==> src/rtl/ahb_pkg.sv <==
// ahb_pkg: shared AHB-Lite encodings for the bus arbiter.
//   HTRANS_T    - transfer type (IDLE/BUSY/NONSEQ/SEQ)
//   HBURST_T    - burst type (SINGLE, INCR, fixed-length WRAP/INCR bursts)
//   arb_state_t - arbiter hold state (free arbitration, fixed burst, locked)
//   burst_beats - beat count of a fixed-length burst, 0 for SINGLE/INCR
package ahb_pkg;

   typedef enum logic [1:0] {
      IDLE   = 2'd0,
      BUSY   = 2'd1,
      NONSEQ = 2'd2,
      SEQ    = 2'd3
   } HTRANS_T;

   typedef enum logic [2:0] {
      SINGLE = 3'd0,
      INCR   = 3'd1,
      WRAP4  = 3'd2,
      INCR4  = 3'd3,
      WRAP8  = 3'd4,
      INCR8  = 3'd5,
      WRAP16 = 3'd6,
      INCR16 = 3'd7
   } HBURST_T;

   typedef enum logic [1:0] {
      ARB    = 2'd0,
      BURST  = 2'd1,
      LOCKED = 2'd2
   } arb_state_t;

   // Undefined-length bursts (SINGLE, INCR) report 0: they never hold the grant.
   function automatic logic [4:0] burst_beats(HBURST_T burst);
      case (burst)
         WRAP4, INCR4:   return 5'd4;
         WRAP8, INCR8:   return 5'd8;
         WRAP16, INCR16: return 5'd16;
         default:        return 5'd0;
      endcase
   endfunction

endpackage

==> src/rtl/ahb_rr_pick.sv <==
// ahb_rr_pick: combinational round-robin search.
//   req     - request vector, one bit per master
//   ptr     - index of the last winner; the search starts at ptr+1
//   winner  - one-hot winner (all zero when nothing is requested)
//   idx     - index of the winner (0 when nothing is requested)
//   any_req - at least one request is set; the caller applies bus parking
module ahb_rr_pick #(
   parameter  int N = 4,
   localparam int W = $clog2(N)
) (
   input  logic [N-1:0] req,
   input  logic [W-1:0] ptr,
   output logic [N-1:0] winner,
   output logic [W-1:0] idx,
   output logic         any_req
);

   logic         found;
   int           cand;
   logic [W-1:0] cand_idx;

   always_comb begin
      winner   = '0;
      idx      = '0;
      any_req  = |req;
      found    = 1'b0;
      cand     = 0;
      cand_idx = '0;
      // Offsets 1..N visit every master once, ending on ptr itself, so the
      // current owner only wins again when nobody else asks.
      for (int i = 1; i <= N; i++) begin
         cand = int'(ptr) + i;
         if (cand >= N) cand = cand - N;
         cand_idx = W'(cand);
         if (!found && req[cand_idx]) begin
            found = 1'b1;
            idx   = cand_idx;
         end
      end
      if (found) winner[idx] = 1'b1;
   end

endmodule

==> src/rtl/ahb_bus_arbiter.sv <==
// ahb_bus_arbiter: round-robin AHB-Lite arbiter with fixed-burst and
// locked-sequence hold, parking on DEFAULT_MASTER when idle.
//   HCLK, HRESETn - clock (rising edge), asynchronous active-low reset
//   HBUSREQ       - per-master bus request
//   HLOCK         - per-master locked-sequence request
//   HTRANS/HBURST - transfer and burst type of the current address-phase owner
//   HREADY        - bus ready; every register advances only when it is 1
//   HGRANT        - registered one-hot grant
//   HMASTER       - address-phase owner, one accepted phase behind HGRANT
//   HMASTLOCK     - the current address phase is locked
module ahb_bus_arbiter
   import ahb_pkg::*;
#(
   parameter  int NUM_MASTERS    = 4,
   parameter  int DEFAULT_MASTER = 0,
   localparam int MASTER_ID_W    = $clog2(NUM_MASTERS)
) (
   input  logic                   HCLK,
   input  logic                   HRESETn,
   input  logic [NUM_MASTERS-1:0] HBUSREQ,
   input  logic [NUM_MASTERS-1:0] HLOCK,
   input  logic [1:0]             HTRANS,
   input  logic [2:0]             HBURST,
   input  logic                   HREADY,
   output logic [NUM_MASTERS-1:0] HGRANT,
   output logic [MASTER_ID_W-1:0] HMASTER,
   output logic                   HMASTLOCK
);

   localparam logic [MASTER_ID_W-1:0] DEF_IDX = MASTER_ID_W'(DEFAULT_MASTER);
   localparam logic [NUM_MASTERS-1:0] DEF_ONEHOT = NUM_MASTERS'(1) << DEFAULT_MASTER;

   arb_state_t             state_reg, state_next;
   logic [3:0]             rem_reg, rem_next;
   logic [NUM_MASTERS-1:0] grant_reg, grant_next;
   logic [MASTER_ID_W-1:0] grant_idx_reg, grant_idx_next;
   logic [MASTER_ID_W-1:0] ptr_reg, ptr_next;
   logic [MASTER_ID_W-1:0] master_reg;
   logic                   mastlock_reg;

   logic [NUM_MASTERS-1:0] pick_winner;
   logic [MASTER_ID_W-1:0] pick_idx;
   logic                   pick_any;
   logic                   repick;
   logic                   owner_lock;
   HTRANS_T                trans;
   logic [4:0]             beats;

   ahb_rr_pick #(.N(NUM_MASTERS)) u_pick (
      .req     (HBUSREQ),
      .ptr     (ptr_reg),
      .winner  (pick_winner),
      .idx     (pick_idx),
      .any_req (pick_any)
   );

   always_comb begin
      state_next     = state_reg;
      rem_next       = rem_reg;
      grant_next     = grant_reg;
      grant_idx_next = grant_idx_reg;
      ptr_next       = ptr_reg;
      repick         = 1'b0;
      // Hold decisions look at the owner of the address phase on the bus.
      owner_lock     = HLOCK[master_reg];
      trans          = HTRANS_T'(HTRANS);
      beats          = burst_beats(HBURST_T'(HBURST));

      case (state_reg)
         ARB: begin
            // The counter loads even when a lock wins; it is then ignored.
            if (trans == NONSEQ && beats != 5'd0) rem_next = 4'(beats - 5'd1);
            if (owner_lock)                            state_next = LOCKED;
            else if (trans == NONSEQ && beats != 5'd0) state_next = BURST;
            else                                       repick = 1'b1;
         end
         BURST: begin
            case (trans)
               SEQ: begin
                  rem_next = rem_reg - 4'd1;
                  // Release one beat early so the next owner is granted
                  // while the final address beat is on the bus.
                  if (rem_reg == 4'd2) begin
                     repick     = 1'b1;
                     state_next = ARB;
                  end
               end
               IDLE, NONSEQ: begin
                  repick     = 1'b1;
                  state_next = ARB;
                  rem_next   = 4'd0;
               end
               default: ;
            endcase
         end
         LOCKED: begin
            if (trans == SEQ && rem_reg != 4'd0) rem_next = rem_reg - 4'd1;
            if (!owner_lock) begin
               repick     = 1'b1;
               state_next = ARB;
               rem_next   = 4'd0;
            end
         end
         default: begin
            state_next = ARB;
            rem_next   = 4'd0;
         end
      endcase

      if (repick) begin
         grant_next     = pick_any ? pick_winner : DEF_ONEHOT;
         grant_idx_next = pick_any ? pick_idx : DEF_IDX;
         ptr_next       = grant_idx_next;
      end
   end

   always_ff @(posedge HCLK or negedge HRESETn) begin
      if (!HRESETn) begin
         state_reg     <= ARB;
         rem_reg       <= 4'd0;
         grant_reg     <= DEF_ONEHOT;
         grant_idx_reg <= DEF_IDX;
         ptr_reg       <= DEF_IDX;
         master_reg    <= DEF_IDX;
         mastlock_reg  <= 1'b0;
      end else if (HREADY) begin
         state_reg     <= state_next;
         rem_reg       <= rem_next;
         grant_reg     <= grant_next;
         grant_idx_reg <= grant_idx_next;
         ptr_reg       <= ptr_next;
         master_reg    <= grant_idx_reg;
         mastlock_reg  <= HLOCK[grant_idx_reg];
      end
   end

   assign HGRANT    = grant_reg;
   assign HMASTER   = master_reg;
   assign HMASTLOCK = mastlock_reg;

endmodule

==> config.mk <==
export PLATFORM = sky130hd
export DESIGN_NAME = ahb_bus_arbiter
export DESIGN_NICKNAME = d
export VERILOG_FILES = /design/src/rtl/ahb_pkg.sv /design/src/rtl/ahb_rr_pick.sv /design/src/rtl/ahb_bus_arbiter.sv
export SDC_FILE = /design/constraint.sdc
export NUM_CORES = 1
export LEC_CHECK = 0
export CORE_MARGIN = 2
export CORE_UTILIZATION = 25
export DETAILED_ROUTE_END_ITERATION = 12
export HOLD_SLACK_MARGIN = 0.03
export PLACE_DENSITY = 0.53
export SLEW_MARGIN = 30
export SYNTH_ARGS = -nofsm -noshare
export SYNTH_HDL_FRONTEND = slang
export SYNTH_SLANG_ARGS = --single-unit
==> constraint.sdc <==
create_clock -name HCLK -period 5.47 [get_ports HCLK]
set_clock_uncertainty 0.15 [all_clocks]
set_input_delay 1.3675 -clock HCLK [delete_from_list [all_inputs] [get_ports HCLK]]
set_output_delay 1.3675 -clock HCLK [all_outputs]
set_load 0.02 [all_outputs]
==> metrics list <==
- In this run the standard cell core region covers between 0.004 and 0.005 mm^2.
* Drt initial violations: 81
- Post-route DRC violation count: 0
* Antenna cells: 0
* Worst setup path category: input port to register
* IR drop worst, VDD: roughly 0.18 mV
- Layout cells sized above 1: roughly 16%
- Largest net degree at the start of global routing: 16
* Global-route wire length before repair: 4077 um
* Post-synth EDFFs: 0
* Routed length per instance: approximately 13 um
- Using the TritonRoute via totals, the vias-per-cell ratio works out to 5.022.
* Yosys warnings: 0
- Data arrival time at the worst-slack endpoint: between 3 and 4 ns
* Flop pwr share: about 34%
- CP required: 5.46 ns
- Leading cell types in the layout, fill and taps excluded: 21 x sky130_fd_sc_hd__clkdlybuf4s50_1, 14 x sky130_fd_sc_hd__dfrtp_1, 10 x sky130_fd_sc_hd__inv_1
- 23 I/O pins were placed.
- Counting flops and latches in the post-synthesis netlist gives 15.
- Clock insertion delay at the later pin of the skew report: 0.25 ns
- Derived from the worst setup path, the maximum achievable clock frequency is approximately 310 MHz.
* CP Cell Sequence: clkdlybuf4s50_1 -> nand2b_1 -> ha_1 -> a21oi_2 -> a211oi_4 -> o21ai_4 -> mux2_4
* Final clock period utilization by the worst path: about three fifths
* Unrepaired setup endpoints after global routing: false
* Worst hold path depth: 1
* Largest delay share family, worst path: compound AO/OA/AOI/OAI gates
- Proportion of synthesized chip area in sequential cells: 34.72%
* Cell at the root of the clock tree: sky130_fd_sc_hd__clkbuf_8
- CTS tree: yes
- Before antenna repair, the detailed router went through 6 iterations.
- Aggregate global-route resource usage: between 10% and 20%
- In this run the cell area of the synthesized design comes to about 0.0011 mm^2.
* NumNets Final: ~150
- Measured along the x axis, the die boundary spans between 60 and 70 um.
- Post-CTS Hold Buffers: 0
- Counting both buffers and inverters, the worst setup path holds a total of 1.
* Crit path depth: 7
- TritonCTS Buffers: 3
- Largest buffer count on any clock path: 2
* Class of the tightest hold or removal check: register to register
* Leading cell type in the layout, fill and taps excluded: sky130_fd_sc_hd__clkdlybuf4s50_1
- The internal portion of the total power is between 0.0004 and 0.0005 W.
* Power Dens Cells: ~500 mW/mm^2
- Overall routed net length: 2399 um
- The endpoint identified for the worst register-to-register timing path is rem_reg[2].
- The critical path starts at HBURST[2].
* Max-cap violations: 0
- Net switching power: 0.0002857 W
- The run finished with clean final reports.
- Power share of the clock group: between 10 and 15%
* Routed Antenna Nets: 0
- The via count of the first global-routing pass came to between 900 and 1000.
- Via count: a little over 900
- STA classifies the critical path startpoint as an input port.
* Cell Rows: 23
* Net count of the mapped netlist: approximately 130
- The critical path ends at HGRANT[2].
- For the worst flop-to-flop path, the logic depth is 5.
- Total leakage power: between 0.5 and 0.6 nW
* Final hold vios: 0
* Combinational share of power: slightly above 50%
- For this design, the slowest cell found on the critical path is sky130_fd_sc_hd__clkdlybuf4s50_1.
- Final Core Density: between 30 and 40%
* Slew Limit Fails: 0
- For this design, the sink count on the clock tree is 15.
- The initial antenna violation count came to 0.
- Transition at the pin with the smallest max-transition slack: 0.7350 ns
- Once the clock tree was built, the resizer swapped 0 gates to a different size.
* Global route overflow: 0
* Shortest period the worst path allows: between 3 and 4 ns
* Count of different cell masters after synthesis: 39
- In this run the tightest slew margin relative to its limit is around half.
- The floorplan step set the die height to 69.87 um.
* Cell type with the highest aggregate area in the netlist: sky130_fd_sc_hd__dfrtp_1
* Starting utilization of the core area: around a quarter
- Capturing element type of the critical path: register
* Number of H-tree levels: 1
- For this run, the slowest stage of the critical path takes around 0.44 ns.
- Half-perimeter wire length of the detailed placement result: 1735 um
* Total negative slack: 0 ns
- The die covers 0.004882 mm^2.
- GPL Wtd Cong: just under 0.9
- Relative to the synthesized area, the layout overhead comes to 27.80%.
* Synthesized instance count: 110
* Share of total power consumed by net switching: about two fifths
- After synthesis, the cell types taking the most area are sky130_fd_sc_hd__dfrtp_1 32%, sky130_fd_sc_hd__mux2_4 4.2%, sky130_fd_sc_hd__mux4_2 4.2%.
- Setup slack on the worst reg-to-reg path comes out at approximately 3.4 ns.
* Share of the synthesized area in the top cell type: roughly 32%
- Most common flop cell mapped by yosys: sky130_fd_sc_hd__dfrtp_1
- Input and output buffers added on the ports amount to 21.
- After clock tree synthesis, the clock-pin slew on the worst setup and hold paths is ~0.070 ns.
- In this run the worst path has a maximum fanout of 6.
- Buffer count from post-CTS setup fixing: 0
* Critical R2R Launch: state_reg[0]
- Setup-failing EPs final: 0
* Mean Syn Cell Area: roughly 10 um^2
- Post-synthesis async set-or-reset flop share: 100.0%
layout make-up:
type / instances / area [um^2]
Fill cell: 435 / 2700
Multi-Input combinational cell: 80 / 646.9
Clock buffer: 3 / 41.29
Clock inverter: 1 / 7.507
Tap cell: 50 / 62.56
Inverter: 11 / 41.29
Sequential cell: 15 / 376.6
Timing Repair Buffer: 21 / 210.2
worst min path at each step:
stage                    start         end  slack (ns)
floorplan           rem_reg[3]  rem_reg[3]        0.38
CTS                  HMASTLOCK   HMASTLOCK        0.37
global placement     HMASTLOCK   HMASTLOCK        0.34
detailed placement   HGRANT[2]   HGRANT[2]        0.35
finish               HMASTLOCK   HMASTLOCK        0.37
global route         HMASTLOCK   HMASTLOCK        0.38
power by group through the flow:
| stage | Sequential (W) | Clock (W) | Combinational (W) |
|---|---|---|---|
| after floorplan | 0.000230 | 0 | 0.000260 |
| final | 0.000235 | 0.0000973 | 0.000356 |
| after global routing | 0.000247 | 0.000106 | 0.000389 |
| after global placement | 0.000236 | 0 | 0.000355 |
| after CTS | 0.000236 | 0.000101 | 0.000362 |
| after detailed placement | 0.000238 | 0 | 0.000357 |
worst register-to-register path, cell delays in order, from the launching register on:
cell                       delay [ns]
sky130_fd_sc_hd__dfrtp_1         0.59
sky130_fd_sc_hd__inv_2           0.15
sky130_fd_sc_hd__o41a_1          0.47
sky130_fd_sc_hd__o311ai_4        0.13
sky130_fd_sc_hd__o21ai_0         0.14
sky130_fd_sc_hd__a221o_1         0.33
metrics by stage:
stage	hold WS (ns)	power, W	worst slack, ns	cells	area, um^2
finish	0.3662	0.0006888	2.223	181	1386
global route	0.3770	0.0007414	2.133	181	1386
CTS	0.3712	0.0006985	2.210	181	1386
detailed placement	0.3507	0.0005948	1.949	177	1338
global placement	0.3428	0.0005907	1.974	177	1338
floorplan	0.3801	0.0004893	2.567	110	1085
per-layer routing:
metal	track usage, %	vias up	part of all wire (%)
met1	12.39	444	46
li1	-	442	-
met3	3.896	4	5.2
met5	0	-	0
met4	2.564	0	1.3
met2	16.83	19	48
cell usage after synthesis (2+ instances only):
library cell and count:
sky130_fd_sc_hd__nor2b_1 2, sky130_fd_sc_hd__nand2b_1 7, sky130_fd_sc_hd__nor3_1 3, sky130_fd_sc_hd__mux2i_1 4
sky130_fd_sc_hd__a31oi_1 3, sky130_fd_sc_hd__mux2_2 3, sky130_fd_sc_hd__clkbuf_1 2, sky130_fd_sc_hd__mux4_2 2
sky130_fd_sc_hd__o22ai_1 3, sky130_fd_sc_hd__nand2_1 9, sky130_fd_sc_hd__a21oi_1 8, sky130_fd_sc_hd__dfrtp_1 14
sky130_fd_sc_hd__o21ai_0 5, sky130_fd_sc_hd__ha_1 3, sky130_fd_sc_hd__nor2_1 6, sky130_fd_sc_hd__a221o_1 2
sky130_fd_sc_hd__mux2_4 3, sky130_fd_sc_hd__inv_1 10
cells by family (layout without fill, tap and decap cells):
group	Yosys count	count (layout)	share of synthesized area [%]
and+or+nand+nor	30	30	14.30
buffers and inverters	15	36	5.652
DFF	15	15	34.72
adders and majority gates	3	3	3.461
xor gates and xnor gates	1	1	0.8075
AOI/OAI and AO/OA	33	33	24.92
muxes	13	13	16.15
No activity file was read; power rests on OpenSTA's default activity.
